==> src/rtl/wm_phase_timer.sv <==
// rtl/wm_phase_timer.sv - washing-machine phase duration timer with pause/resume
module wm_phase_timer #(
    parameter int unsigned TICKS_PER_UNIT = 60
) (
    input  logic       clk,
    input  logic       reset,
    input  logic       fill_water,
    input  logic       wash,
    input  logic       rinse,
    input  logic       spin,
    input  logic       drain,
    input  logic       dry,
    input  logic       pause,
    input  logic       resume,
    input  logic [1:0] temp_select,
    input  logic [1:0] cloth_type,
    input  logic [1:0] cycle_duration,
    output logic       fill_done,
    output logic       wash_done,
    output logic       rinse_done,
    output logic       spin_done,
    output logic       drain_done,
    output logic       dry_done,
    output logic       busy,
    output logic [5:0] remaining
);

    typedef enum logic [1:0] {S_IDLE, S_RUN, S_PAUSED, S_DONE} state_t;

    localparam logic [2:0] PH_NONE  = 3'd0;
    localparam logic [2:0] PH_FILL  = 3'd1;
    localparam logic [2:0] PH_WASH  = 3'd2;
    localparam logic [2:0] PH_RINSE = 3'd3;
    localparam logic [2:0] PH_SPIN  = 3'd4;
    localparam logic [2:0] PH_DRAIN = 3'd5;
    localparam logic [2:0] PH_DRY   = 3'd6;
    localparam logic [15:0] LAST_TICK = 16'(TICKS_PER_UNIT - 1);

    state_t      state_q;
    logic [2:0]  phase_q;
    logic [15:0] prescale_q;
    logic [5:0]  remaining_q;
    logic [5:0]  done_q;
    logic        busy_q;

    logic [2:0]  cmd;
    logic [1:0]  cycle_sel;
    logic [5:0]  base_dur;
    logic [5:0]  load_dur;

    function automatic logic [5:0] pick(input logic [1:0] s, input logic [5:0] d30,
                                        input logic [5:0] d45, input logic [5:0] d60);
        return (s == 2'b01) ? d45 : ((s == 2'b10) ? d60 : d30);
    endfunction

    always_comb begin
        if (fill_water)  cmd = PH_FILL;
        else if (wash)   cmd = PH_WASH;
        else if (rinse)  cmd = PH_RINSE;
        else if (spin)   cmd = PH_SPIN;
        else if (drain)  cmd = PH_DRAIN;
        else if (dry)    cmd = PH_DRY;
        else             cmd = PH_NONE;
    end

    assign cycle_sel = (cycle_duration == 2'b11) ? 2'b00 : cycle_duration;

    always_comb begin
        case (cmd)
            PH_FILL:  base_dur = pick(cycle_sel, 6'd3,  6'd4,  6'd5);
            PH_WASH:  base_dur = pick(cycle_sel, 6'd12, 6'd18, 6'd24);
            PH_RINSE: base_dur = pick(cycle_sel, 6'd6,  6'd9,  6'd12);
            PH_SPIN:  base_dur = pick(cycle_sel, 6'd4,  6'd6,  6'd8);
            PH_DRAIN: base_dur = pick(cycle_sel, 6'd2,  6'd3,  6'd4);
            PH_DRY:   base_dur = pick(cycle_sel, 6'd3,  6'd5,  6'd7);
            default:  base_dur = 6'd0;
        endcase
        load_dur = base_dur;
        if (cmd == PH_FILL && temp_select == 2'b10)
            load_dur = base_dur + 6'd1;
        if (cmd == PH_SPIN && cloth_type != 2'b00)
            load_dur = ((base_dur >> 1) == 6'd0) ? 6'd1 : (base_dur >> 1);
    end

    // Any change of the active command overrides pause/count; same command in DONE is a no-op.
    always_ff @(posedge clk or posedge reset) begin
        if (reset) begin
            state_q     <= S_IDLE;
            phase_q     <= PH_NONE;
            prescale_q  <= '0;
            remaining_q <= '0;
            done_q      <= '0;
            busy_q      <= 1'b0;
        end else begin
            done_q <= '0;
            if (cmd == PH_NONE) begin
                state_q     <= S_IDLE;
                prescale_q  <= '0;
                remaining_q <= '0;
                busy_q      <= 1'b0;
            end else if (state_q == S_IDLE || cmd != phase_q) begin
                state_q     <= S_RUN;
                phase_q     <= cmd;
                prescale_q  <= '0;
                remaining_q <= load_dur;
                busy_q      <= 1'b1;
            end else if (state_q != S_DONE) begin
                if (pause) begin
                    state_q <= S_PAUSED;
                end else if (state_q == S_RUN || resume) begin
                    state_q <= S_RUN;
                    if (prescale_q == LAST_TICK) begin
                        prescale_q  <= '0;
                        remaining_q <= remaining_q - 6'd1;
                        if (remaining_q == 6'd1) begin
                            state_q <= S_DONE;
                            busy_q  <= 1'b0;
                            done_q  <= 6'd1 << (phase_q - 3'd1);
                        end
                    end else begin
                        prescale_q <= prescale_q + 16'd1;
                    end
                end
            end
        end
    end

    assign fill_done  = done_q[0];
    assign wash_done  = done_q[1];
    assign rinse_done = done_q[2];
    assign spin_done  = done_q[3];
    assign drain_done = done_q[4];
    assign dry_done   = done_q[5];
    assign busy       = busy_q;
    assign remaining  = remaining_q;

endmodule

==> config.mk <==
export PLATFORM = sky130hd
export DESIGN_NAME = wm_phase_timer
export DESIGN_NICKNAME = d
export VERILOG_FILES = /design/src/rtl/wm_phase_timer.sv
export SDC_FILE = /design/constraint.sdc
export NUM_CORES = 1
export LEC_CHECK = 0
export BUFFER_PORTS_ARGS = -buffer_cell sky130_fd_sc_hd__buf_2
export CAP_MARGIN = 20
export CORE_AREA = 8 8 54 101
export DETAILED_ROUTE_END_ITERATION = 16
export DIE_AREA = 0 0 62 109
export PLACE_DENSITY_LB_ADDON = 0.05
export SYNTH_ARGS = -nofsm -noshare
export SYNTH_HDL_FRONTEND = slang
export SYNTH_SLANG_ARGS = --single-unit
==> constraint.sdc <==
create_clock -name clk -period 5.3 [get_ports clk]
set_input_delay 1.06 -clock clk [delete_from_list [all_inputs] [get_ports clk]]
set_output_delay 1.06 -clock clk [all_outputs]
set_load 0.02 [all_outputs]
==> impl_metrics.toml, run 1 <==
[status]
status = "finished, final reports clean"

[worst_hold_path]
hold_end = "prescale_q[0]"
worstHoldPathType = "flop to flop"
hold_start = "prescale_q[0]"
whs_path_depth = 1

[setup_path]
crit_arrival_ns = 3.20
crit_buf_inv = 1
r2r_cells = 7
r2r_end = "remaining[3]"
worstPathCellList = "buf_2 -> nor3_1 -> and4b_1 -> o211ai_2 -> o31ai_2 -> o21ai_0 -> a21oi_1"
cp_max_fo = 13
crit_family = "compound AO/OA/AOI/OAI gates"
endpoint_kind = "flop"
slowest_stage = "o31ai_2"
start_kind = "input pin"
reg2reg_slack_ns = 3.05
r2r-start = "prescale_q[0]"
critPathKind = "input pin to flop"
required_ns = 5.50
cpPeakStageDelay_ns = 0.71

[cts]
cts.path.max_buffers = 2
cts_resized = 0
cts_tree = "yes"
cts_htree_levels = 2
clk_latency_ns = 0.29
postCtsSetupRepairBufs = 0
cts.sinks = 34
clk_pin_slew_ns = 0.07
cts_root_buf = "clkbuf_8"
cts_buffers = 5
cts_hold_buf = 0

[logic_synthesis]
synth-edff-count = 0
synthDistinctLibCells = 55
netlist_instances = 246
ys_ff_latch = 34
ys.flop_type = "dfrtp_1"
ys_warn_count = 0
syn_avg_cell_area_um2 = 8.89
ys_seq_area_share_pct = 38.9
syn-cell-area_mm2 = 0.00219
synthArstFlopShare_pct = 100
synth_nets = 269

[grt]
grt_pass1_wl_um = 8180
grt_max_degree = 35
grt_util_all_layers_pct = 15.7
grt_pass1_vias = 1839
overflow = 0
antenna_found_initial = 0

[cells_and_area]
layout_common_cells = "dfrtp_1, buf_2, nand2_1"
diodes = 0
area_delta_synth_final_pct = 12.5
final_common_cell = "dfrtp_1"
drive_above_1_share_pct = 17.1
nets = 297

[timing]
max_freq_ghz = 0.334
drv_slew = 0
period_minus_slack_ns = 3.00
setup_tns_ns = 0
relSlewSlack_pct = 41.4
worst_pin_slew_ns = 0.873
fin_skew_ns = 0.00370
rsz0062_at_grt = "false"
setup_viol = 0
hold_viol_final = 0
min_period_over_period_pct = 56.6

[route]
drc = 0
first_pass_iters = 4
viasPerCell = 5.88
num_vias = 1934
drt_iter0_markers = 56
drtAntennaViolNets = 0
wl_um = 4930
routedWlPerCell_um = 15.0

[pwr]
p_comb_share_pct = 20.5
p_sw_share_pct = 29.9
internal_power_mw = 0.460
power_mw = 0.656
power.leakage_nw = 1.05
power.switching_mw = 0.196
peakVddDrop_v = 0.000267
p_per_area_mw_per_mm2 = 266
pwr-share-seq_pct = 43.9
clkPwrFrac_pct = 35.6

[floorplanning]
die_y_um = 109
dieWidth_um = 62
core_mm2 = 0.00421
initial_core_util_pct = 51.9
ios = 29
fp.dieArea_mm2 = 0.00676
rows = 34

[place]
place_congestion = 0.829
place_hpwl_um = 3670
port-buffer-count = 28

[run]
drv_cap = 0
-- power by group through the flow --
stage	clock network [mW]	registers, mW	logic [mW]
floorplan	0	0.300	0.0920
global placement	0	0.292	0.133
detailed placement	0	0.292	0.136
CTS	0.238	0.288	0.136
global route	0.248	0.290	0.151
finish	0.233	0.288	0.135
-- through the flow --
step / setup WS, ns / instances / area (um^2) / hold WS (ns) / utilization (%)
2_1_floorplan: 2.59 / 246 / 2190 / 0.476 / -
3_3_place_gp: 2.13 / 321 / 2350 / 0.501 / 55.9
5_1_grt: 1.99 / 329 / 2460 / 0.562 / 58.4
6_report: 2.30 / 329 / 2460 / 0.527 / 58.4
4_1_cts: 2.33 / 329 / 2460 / 0.534 / 58.4
3_5_place_dp: 2.03 / 321 / 2350 / 0.520 / 55.9
-- cell type report --
class | count | area, um^2
fill | 379 | 1750
clock buffer | 5 | 68.8
clock inverter | 3 | 40.0
multi-input combinational | 189 | 1230
sequential | 34 | 851
timing repair buffer | 30 | 155
tap | 54 | 67.6
inverter | 14 | 52.6
-- registers in the layout, indices dropped and copies added (netlist names) --
register and count:
busy 1, done_q 6, phase_q 3, prescale_q 16, remaining 6, state_q 2
-- kinds of logic after synthesis --
kind of cell / after synthesis / synth area share [%]
fa+ha+maj: 7 / 4.00
buf+inv: 23 / 5.03
compound gates: 65 / 20.0
flops: 34 / 38.9
xor+xnor: 9 / 3.95
simple gates: 108 / 28.1
-- Yosys cell counts, types with 6 or more instances --
library cell,instances,share of area (%)
nand2_1,21,3.6
or3_1,11,3.1
inv_1,14,2.4
a21oi_1,19,4.3
nand3_1,6,1.4
o211ai_1,9,3.1
o21ai_0,11,2.5
nor2_1,17,2.9
nor4_1,7,2.0
ha_1,7,4.0
dfrtp_1,34,39
-- worst reg2reg max path: cells and delay by family, from the launching register on --
kind	cells	cell delay, ns
simple gates	4	1.13
xor+xnor	1	0.18
compound gates	1	0.22
flops	1	0.38
fa+ha+maj	1	0.26
-- metal layers --
| layer | vias to the layer above | wire (um) | GRT usage (%) |
|---|---|---|---|
| met3 | 9 | 296 | 4.37 |
| met1 | 922 | 2220 | 20.1 |
| met2 | 38 | 2320 | 23.5 |
| met5 | - | 0 | 0 |
| met4 | 0 | 93 | 6.90 |
| li1 | 965 | - | - |
-- worst max path at each step --
stage	startpoint	endpoint	slack, ns	cells past startpoint
floorplan	dry	prescale_q[10]	2.59	6
global placement	drain	prescale_q[7]	2.13	7
detailed placement	rinse	prescale_q[15]	2.03	7
CTS	rinse	prescale_q[15]	2.33	7
global route	rinse	prescale_q[15]	1.99	7
finish	rinse	prescale_q[15]	2.30	7
Note: power is estimated with default switching activity, not from simulation.
==> run 2: changes to the inputs <==
--- a/config.mk
+++ b/config.mk
@@ -5,11 +5,12 @@
 export SDC_FILE = /design/constraint.sdc
 export NUM_CORES = 1
 export LEC_CHECK = 0
+export ABC_AREA = 1
 export BUFFER_PORTS_ARGS = -buffer_cell sky130_fd_sc_hd__buf_2
 export CAP_MARGIN = 20
-export CORE_AREA = 8 8 54 101
+export CORE_AREA = 8 8 56 105
 export DETAILED_ROUTE_END_ITERATION = 16
-export DIE_AREA = 0 0 62 109
+export DIE_AREA = 0 0 64 113
 export PLACE_DENSITY_LB_ADDON = 0.05
 export SYNTH_ARGS = -nofsm -noshare
 export SYNTH_HDL_FRONTEND = slang
==> constraint.sdc (replaced) <==
create_clock -name clk -period 2.99 [get_ports clk]
set_input_delay 0.598 -clock clk [delete_from_list [all_inputs] [get_ports clk]]
set_output_delay 0.598 -clock clk [all_outputs]
set_load 0.02 [all_outputs]
==> run 2 against run 1 <==
Effect of this change:
- worst setup slack got worse by 1.6 ns
- sequential power rose by 84%
- sequential cell count unchanged
- clock-buffer cell count up 2
- synthesized cell count rose by 40%
- synthesized area grew 9.8%
- critical path type unchanged
- largest power group unchanged
==> impl_metrics.toml, run 2 <==
[timing]
min_period_over_period_pct = 77.9
setup_viol = 0
hold_viol_final = 0
drv_slew = 0
relSlewSlack_pct = 70.8
holdWs_ns = 0.298
setup_tns_ns = 0
max_freq_ghz = 0.430
rsz0062_at_grt = "false"
fin_skew_ns = 0.00632
period_minus_slack_ns = 2.33
worst_pin_slew_ns = 0.434

[logic_synthesis]
synth_nets = 368
ys_seq_area_share_pct = 35.4
synthDistinctLibCells = 37
syn-cell-area_mm2 = 0.00240
synth_top_cells_by_count = "nand2_1, inv_1, nand3_1, nor2_1, dfrtp_1"
synth_top_area_share_pct = 35.4
synth_top_area_cell = "dfrtp_1"
ys_ff_latch = 34
syn_avg_cell_area_um2 = 6.96
yosys-top-cells-area = "dfrtp_1, nand2_1, nand3_1"
synthArstFlopShare_pct = 100
synth-edff-count = 0
netlist_instances = 345
ys_warn_count = 0
yosysMostFrequentCell = "nand2_1"
ys.flop_type = "dfrtp_1"

[route]
routedWlPerCell_um = 13.2
viasPerCell = 5.43
wl_um = 5710
drtAntennaViolNets = 0
drt_iter0_markers = 78
drc = 0
num_vias = 2345
first_pass_iters = 7

[cts]
cts_resized = 0
cts_htree_levels = 2
cts_root_buf = "clkbuf_8"
cts_buffers = 5
cts_hold_buf = 0
clk_pin_slew_ns = 0.07
postCtsSetupRepairBufs = 0
clk_latency_ns = 0.28
cts.path.max_buffers = 2
cts_tree = "yes"
cts.sinks = 34

[status]
status = "finished, final reports clean"

[cells_and_area]
nets = 399
largest-register = "prescale_q"
final_common_cell = "nand2_1"
drive_above_1_share_pct = 14.6
diodes = 0
layout_common_cells = "nand2_1, inv_1, nor2_1, nand3_1, dfrtp_1"
largest_reg_flops = 16
area_delta_synth_final_pct = 11.6

[place]
port-buffer-count = 28
place_congestion = 0.940
place_hpwl_um = 4500

[setup_path]
r2r_cells = 9
crit_arrival_ns = 2.51
reg2reg_slack_ns = 0.95
crit_start = "drain"
r2r-start = "prescale_q[0]"
r2r_end = "remaining[2]"
required_ns = 3.17
endpoint_kind = "flop"
cp_max_fo = 24
critPathKind = "input pin to flop"
start_kind = "input pin"

[floorplanning]
die_y_um = 113
core_mm2 = 0.00451
rows = 35
fp.dieArea_mm2 = 0.00723
dieWidth_um = 64
initial_core_util_pct = 53.3
ios = 29

[grt]
overflow = 0
antenna_found_initial = 0
grt_max_degree = 25
grt_pass1_wl_um = 10000
grt_pass1_vias = 2290
grt_util_all_layers_pct = 16.6

[run]
drv_cap = 0

[worst_hold_path]
worstHoldPathType = "input pin to async pin"

[pwr]
power.leakage_nw = 1.32
p_per_area_mw_per_mm2 = 452
peakVddDrop_v = 0.000355
## run 2: changes by cell type after synthesis, moves of 6 or more
cell / before / now
nor2_1: 17 / 40
a21oi_1: 19 / 13
or3_1: 11 / 0
nand2_1: 21 / 77
inv_1: 14 / 49
nand3_1: 6 / 40
nand4_1: 5 / 13
o211ai_1: 9 / 1
## run 2: layer usage
layer	wire, um	track usage (%)	part of all wire [%]
met1	2540	20.7	45
met5	0	0	0
met3	226	3.26	4.0
met2	2840	27.1	50
met4	99	6.90	1.7
## run 2: stage by stage
| step | power (mW) | instances | setup WS, ns | instance area (um^2) | util [%] |
|---|---|---|---|---|---|
| after global routing | 1.29 | 432 | 0.420 | 2680 | 59.4 |
| after floorplan | 0.784 | 345 | 0.964 | 2400 | - |
| final | 1.21 | 432 | 0.662 | 2680 | 59.4 |
| after CTS | 1.23 | 432 | 0.656 | 2680 | 59.4 |
| after detailed placement | 0.873 | 424 | 0.367 | 2590 | 57.4 |
| after global placement | 0.862 | 424 | 0.483 | 2590 | 57.4 |
## run 2: report_power, final
part           total [mW]  switching, mW  internal [mW]
Combinational       0.337          0.224          0.112
Sequential          0.529         0.0388          0.490
Clock               0.345          0.159          0.186
Total                1.21          0.422          0.788
## run 2: area by class of cell
| cell class | instances | area [um^2] |
|---|---|---|
| multi-input combinational | 252 | 1320 |
| clock inverter | 1 | 5.00 |
| sequential | 34 | 851 |
| clock buffer | 7 | 86.3 |
| tap | 55 | 68.8 |
| inverter | 53 | 199 |
| fill | 438 | 1830 |
| timing repair buffer | 30 | 155 |
## run 2: worst max-delay path by stage
stage	endpoint	cells after the start
global placement	prescale_q[6]	13
CTS	prescale_q[6]	13
global route	prescale_q[12]	12
detailed placement	prescale_q[6]	13
finish	prescale_q[6]	13
floorplan	remaining[1]	12
## run 2: worst max-delay path, stage by stage
cell and delay, ns:
buf_2 0.12, nor2_1 0.14, nand2_1 0.10, nand2_1 0.08
nand2_2 0.12, nand2_1 0.11, nand4_2 0.13, nor2_4 0.30
nand3_2 0.43, nand2_1 0.21, nand2_1 0.06, nand2_1 0.05
nor2_1 0.04
## run 2: cell families (layout without fill, tap and decap cells)
group | Yosys count | in the layout | synth area share [%]
fa+ha+maj | 7 | 7 | 3.65
simple gates | 194 | 194 | 37.4
xor+xnor | 10 | 10 | 3.65
compound gates | 41 | 41 | 10.1
buf+inv | 59 | 91 | 9.84
flops | 34 | 34 | 35.4
==> run 3: changes to the inputs <==
--- a/config.mk
+++ b/config.mk
@@ -5,12 +5,12 @@
 export SDC_FILE = /design/constraint.sdc
 export NUM_CORES = 1
 export LEC_CHECK = 0
-export ABC_AREA = 1
+export ABC_AREA = 0
 export BUFFER_PORTS_ARGS = -buffer_cell sky130_fd_sc_hd__buf_2
 export CAP_MARGIN = 20
-export CORE_AREA = 8 8 56 105
+export CORE_AREA = 8 8 54 101
 export DETAILED_ROUTE_END_ITERATION = 16
-export DIE_AREA = 0 0 64 113
+export DIE_AREA = 0 0 62 109
 export PLACE_DENSITY_LB_ADDON = 0.05
 export SYNTH_ARGS = -nofsm -noshare
 export SYNTH_HDL_FRONTEND = slang
==> constraint.sdc (replaced) <==
create_clock -name clk -period 2.2 [get_ports clk]
set_input_delay 0.44 -clock clk [delete_from_list [all_inputs] [get_ports clk]]
set_output_delay 0.44 -clock clk [all_outputs]
set_load 0.02 [all_outputs]
==> run 3 against run 2 <==
Effect of this change:
- utilization up 4.3 points
- via count down 13%
- first-iteration DRC count down 22%
- power up 28%
- critical path type unchanged
- sequential share of layout area about the same
- non-clock buffer count up 29
- largest cell class unchanged
- global-route usage about the same
- highest routed layer unchanged
- register-to-register slack worse by 0.74 ns
- routed wire length down 8.8%
==> impl_metrics.toml, run 3 (same netlist as run 1, synthesis figures left out) <==
[timing]
relSlewSlack_pct = 60.5
rsz0062_at_grt = "true"
drv_slew = 0
fin_skew_ns = 0.0102
worst_pin_slew_ns = 0.589
min_period_over_period_pct = 96.4
max_freq_ghz = 0.472
hold_viol_final = 0
period_minus_slack_ns = 2.12
setup_tns_ns = 0
setup_viol = 0

[pwr]
p_per_area_mw_per_mm2 = 576
pwr-share-seq_pct = 44.8
power.switching_mw = 0.471
p_comb_share_pct = 25.0
power.leakage_nw = 1.18
p_sw_share_pct = 30.5
clkPwrFrac_pct = 30.3
peakVddDrop_v = 0.000488
internal_power_mw = 1.07

[cts]
cts_buffers = 5
cts_resized = 0
cts_root_buf = "clkbuf_8"
cts.sinks = 34
clk_latency_ns = 0.28
postCtsSetupRepairBufs = 0
cts_tree = "yes"
clk_pin_slew_ns = 0.07
cts.path.max_buffers = 2
cts_htree_levels = 2
cts_hold_buf = 0

[floorplanning]
core_mm2 = 0.00421
initial_core_util_pct = 51.9
ios = 29
dieWidth_um = 62
rows = 34
fp.dieArea_mm2 = 0.00676
die_y_um = 109

[route]
viasPerCell = 5.72
drtAntennaViolNets = 0
routedWlPerCell_um = 14.6
drt_iter0_markers = 61
first_pass_iters = 4
wl_um = 5210
num_vias = 2049
drc = 0

[cells_and_area]
final_common_cell = "dfrtp_1"
layout_common_cells = "dfrtp_1, buf_4, buf_2"
largest_reg_flops = 16
final_cells = 358
diodes = 0
largest-register = "prescale_q"
drive_above_1_share_pct = 26.3
area_delta_synth_final_pct = 22.7
num-fill-cells = 370
nets = 326

[grt]
grt_max_degree = 35
grt_util_all_layers_pct = 16.7
grt_pass1_wl_um = 8680
grt_pass1_vias = 1960
overflow = 0
antenna_found_initial = 0

[setup_path]
r2r_end = "prescale_q[15]"
r2r_cells = 8
reg2reg_slack_ns = 0.21
required_ns = 2.41
crit_arrival_ns = 2.33
worstPathCellList = "buf_2 -> or4b_1 -> o211ai_1 -> o211ai_2 -> nor3_2 -> buf_4 -> o31ai_1 -> a21oi_1"
crit_family = "simple AND/OR/NAND/NOR gates"
cp_max_fo = 10
start_kind = "input pin"
endpoint_kind = "flop"
slowest_stage = "or4b_1"
critPathKind = "input pin to flop"
r2r-start = "state_q[1]"
crit_buf_inv = 2
cpPeakStageDelay_ns = 0.56

[place]
place_hpwl_um = 3980
port-buffer-count = 28
post-place-cells = 350
place_congestion = 0.842

[worst_hold_path]
worstHoldPathType = "input pin to async pin"

[status]
status = "finished, final reports clean"

[run]
drv_cap = 0
run 3: layout make-up:
type / count / area, um^2 / share of cell area (%)
repair buffers: 59 / 373 / 13.9
inverters: 14 / 52.6 / 1.96
multi-input cells: 189 / 1250 / 46.5
well taps: 54 / 67.6 / 2.52
clock buffers: 7 / 86.3 / 3.22
flip-flops and latches: 34 / 851 / 31.7
clock inverters: 1 / 5.00 / 0.186
run 3: worst max path at each step:
stage / startpoint / endpoint / slack [ns] / depth (start not counted)
after floorplan: dry / prescale_q[8] / 0.11 / 6
after global placement: drain / done_q[4] / -0.24 / 7
after detailed placement: drain / done_q[0] / -0.27 / 7
after CTS: drain / done_q[0] / 0.02 / 7
after global routing: dry / prescale_q[8] / -0.01 / 8
final: drain / prescale_q[8] / 0.08 / 8
run 3: worst min-delay path: stages:
cell,delay [ns]
buf_2,0.10
inv_1,0.04
buf_4,0.37
run 3: through the flow:
stage / area (um^2) / utilization, % / total power [mW] / worst slack, ns / hold WS, ns
2_1_floorplan: 2190 / - / 0.944 / 0.107 / 0.476
5_1_grt: 2680 / 63.7 / 1.64 / -0.0103 / 0.272
3_5_place_dp: 2570 / 61.0 / 1.09 / -0.269 / 0.512
6_report: 2680 / 63.7 / 1.55 / 0.0792 / 0.236
4_1_cts: 2660 / 63.2 / 1.56 / 0.0227 / 0.253
3_3_place_gp: 2570 / 61.0 / 1.08 / -0.245 / 0.505
run 3: power groups by stage:
stage               combinational (mW)  sequential, mW  clock, mW
finish                           0.386           0.692      0.468
global route                     0.428           0.697      0.512
CTS                              0.384           0.692      0.482
detailed placement               0.382           0.704          0
global placement                 0.375           0.703          0
floorplan                        0.222           0.722          0
run 3: routing by layer:
layer,vias up,GRT usage (%),part of all wire [%]
met5,-,0,0
met4,0,6.73,1.4
met3,4,4.37,4.1
met2,32,25.5,48
met1,992,21.3,46
li1,1021,-,-
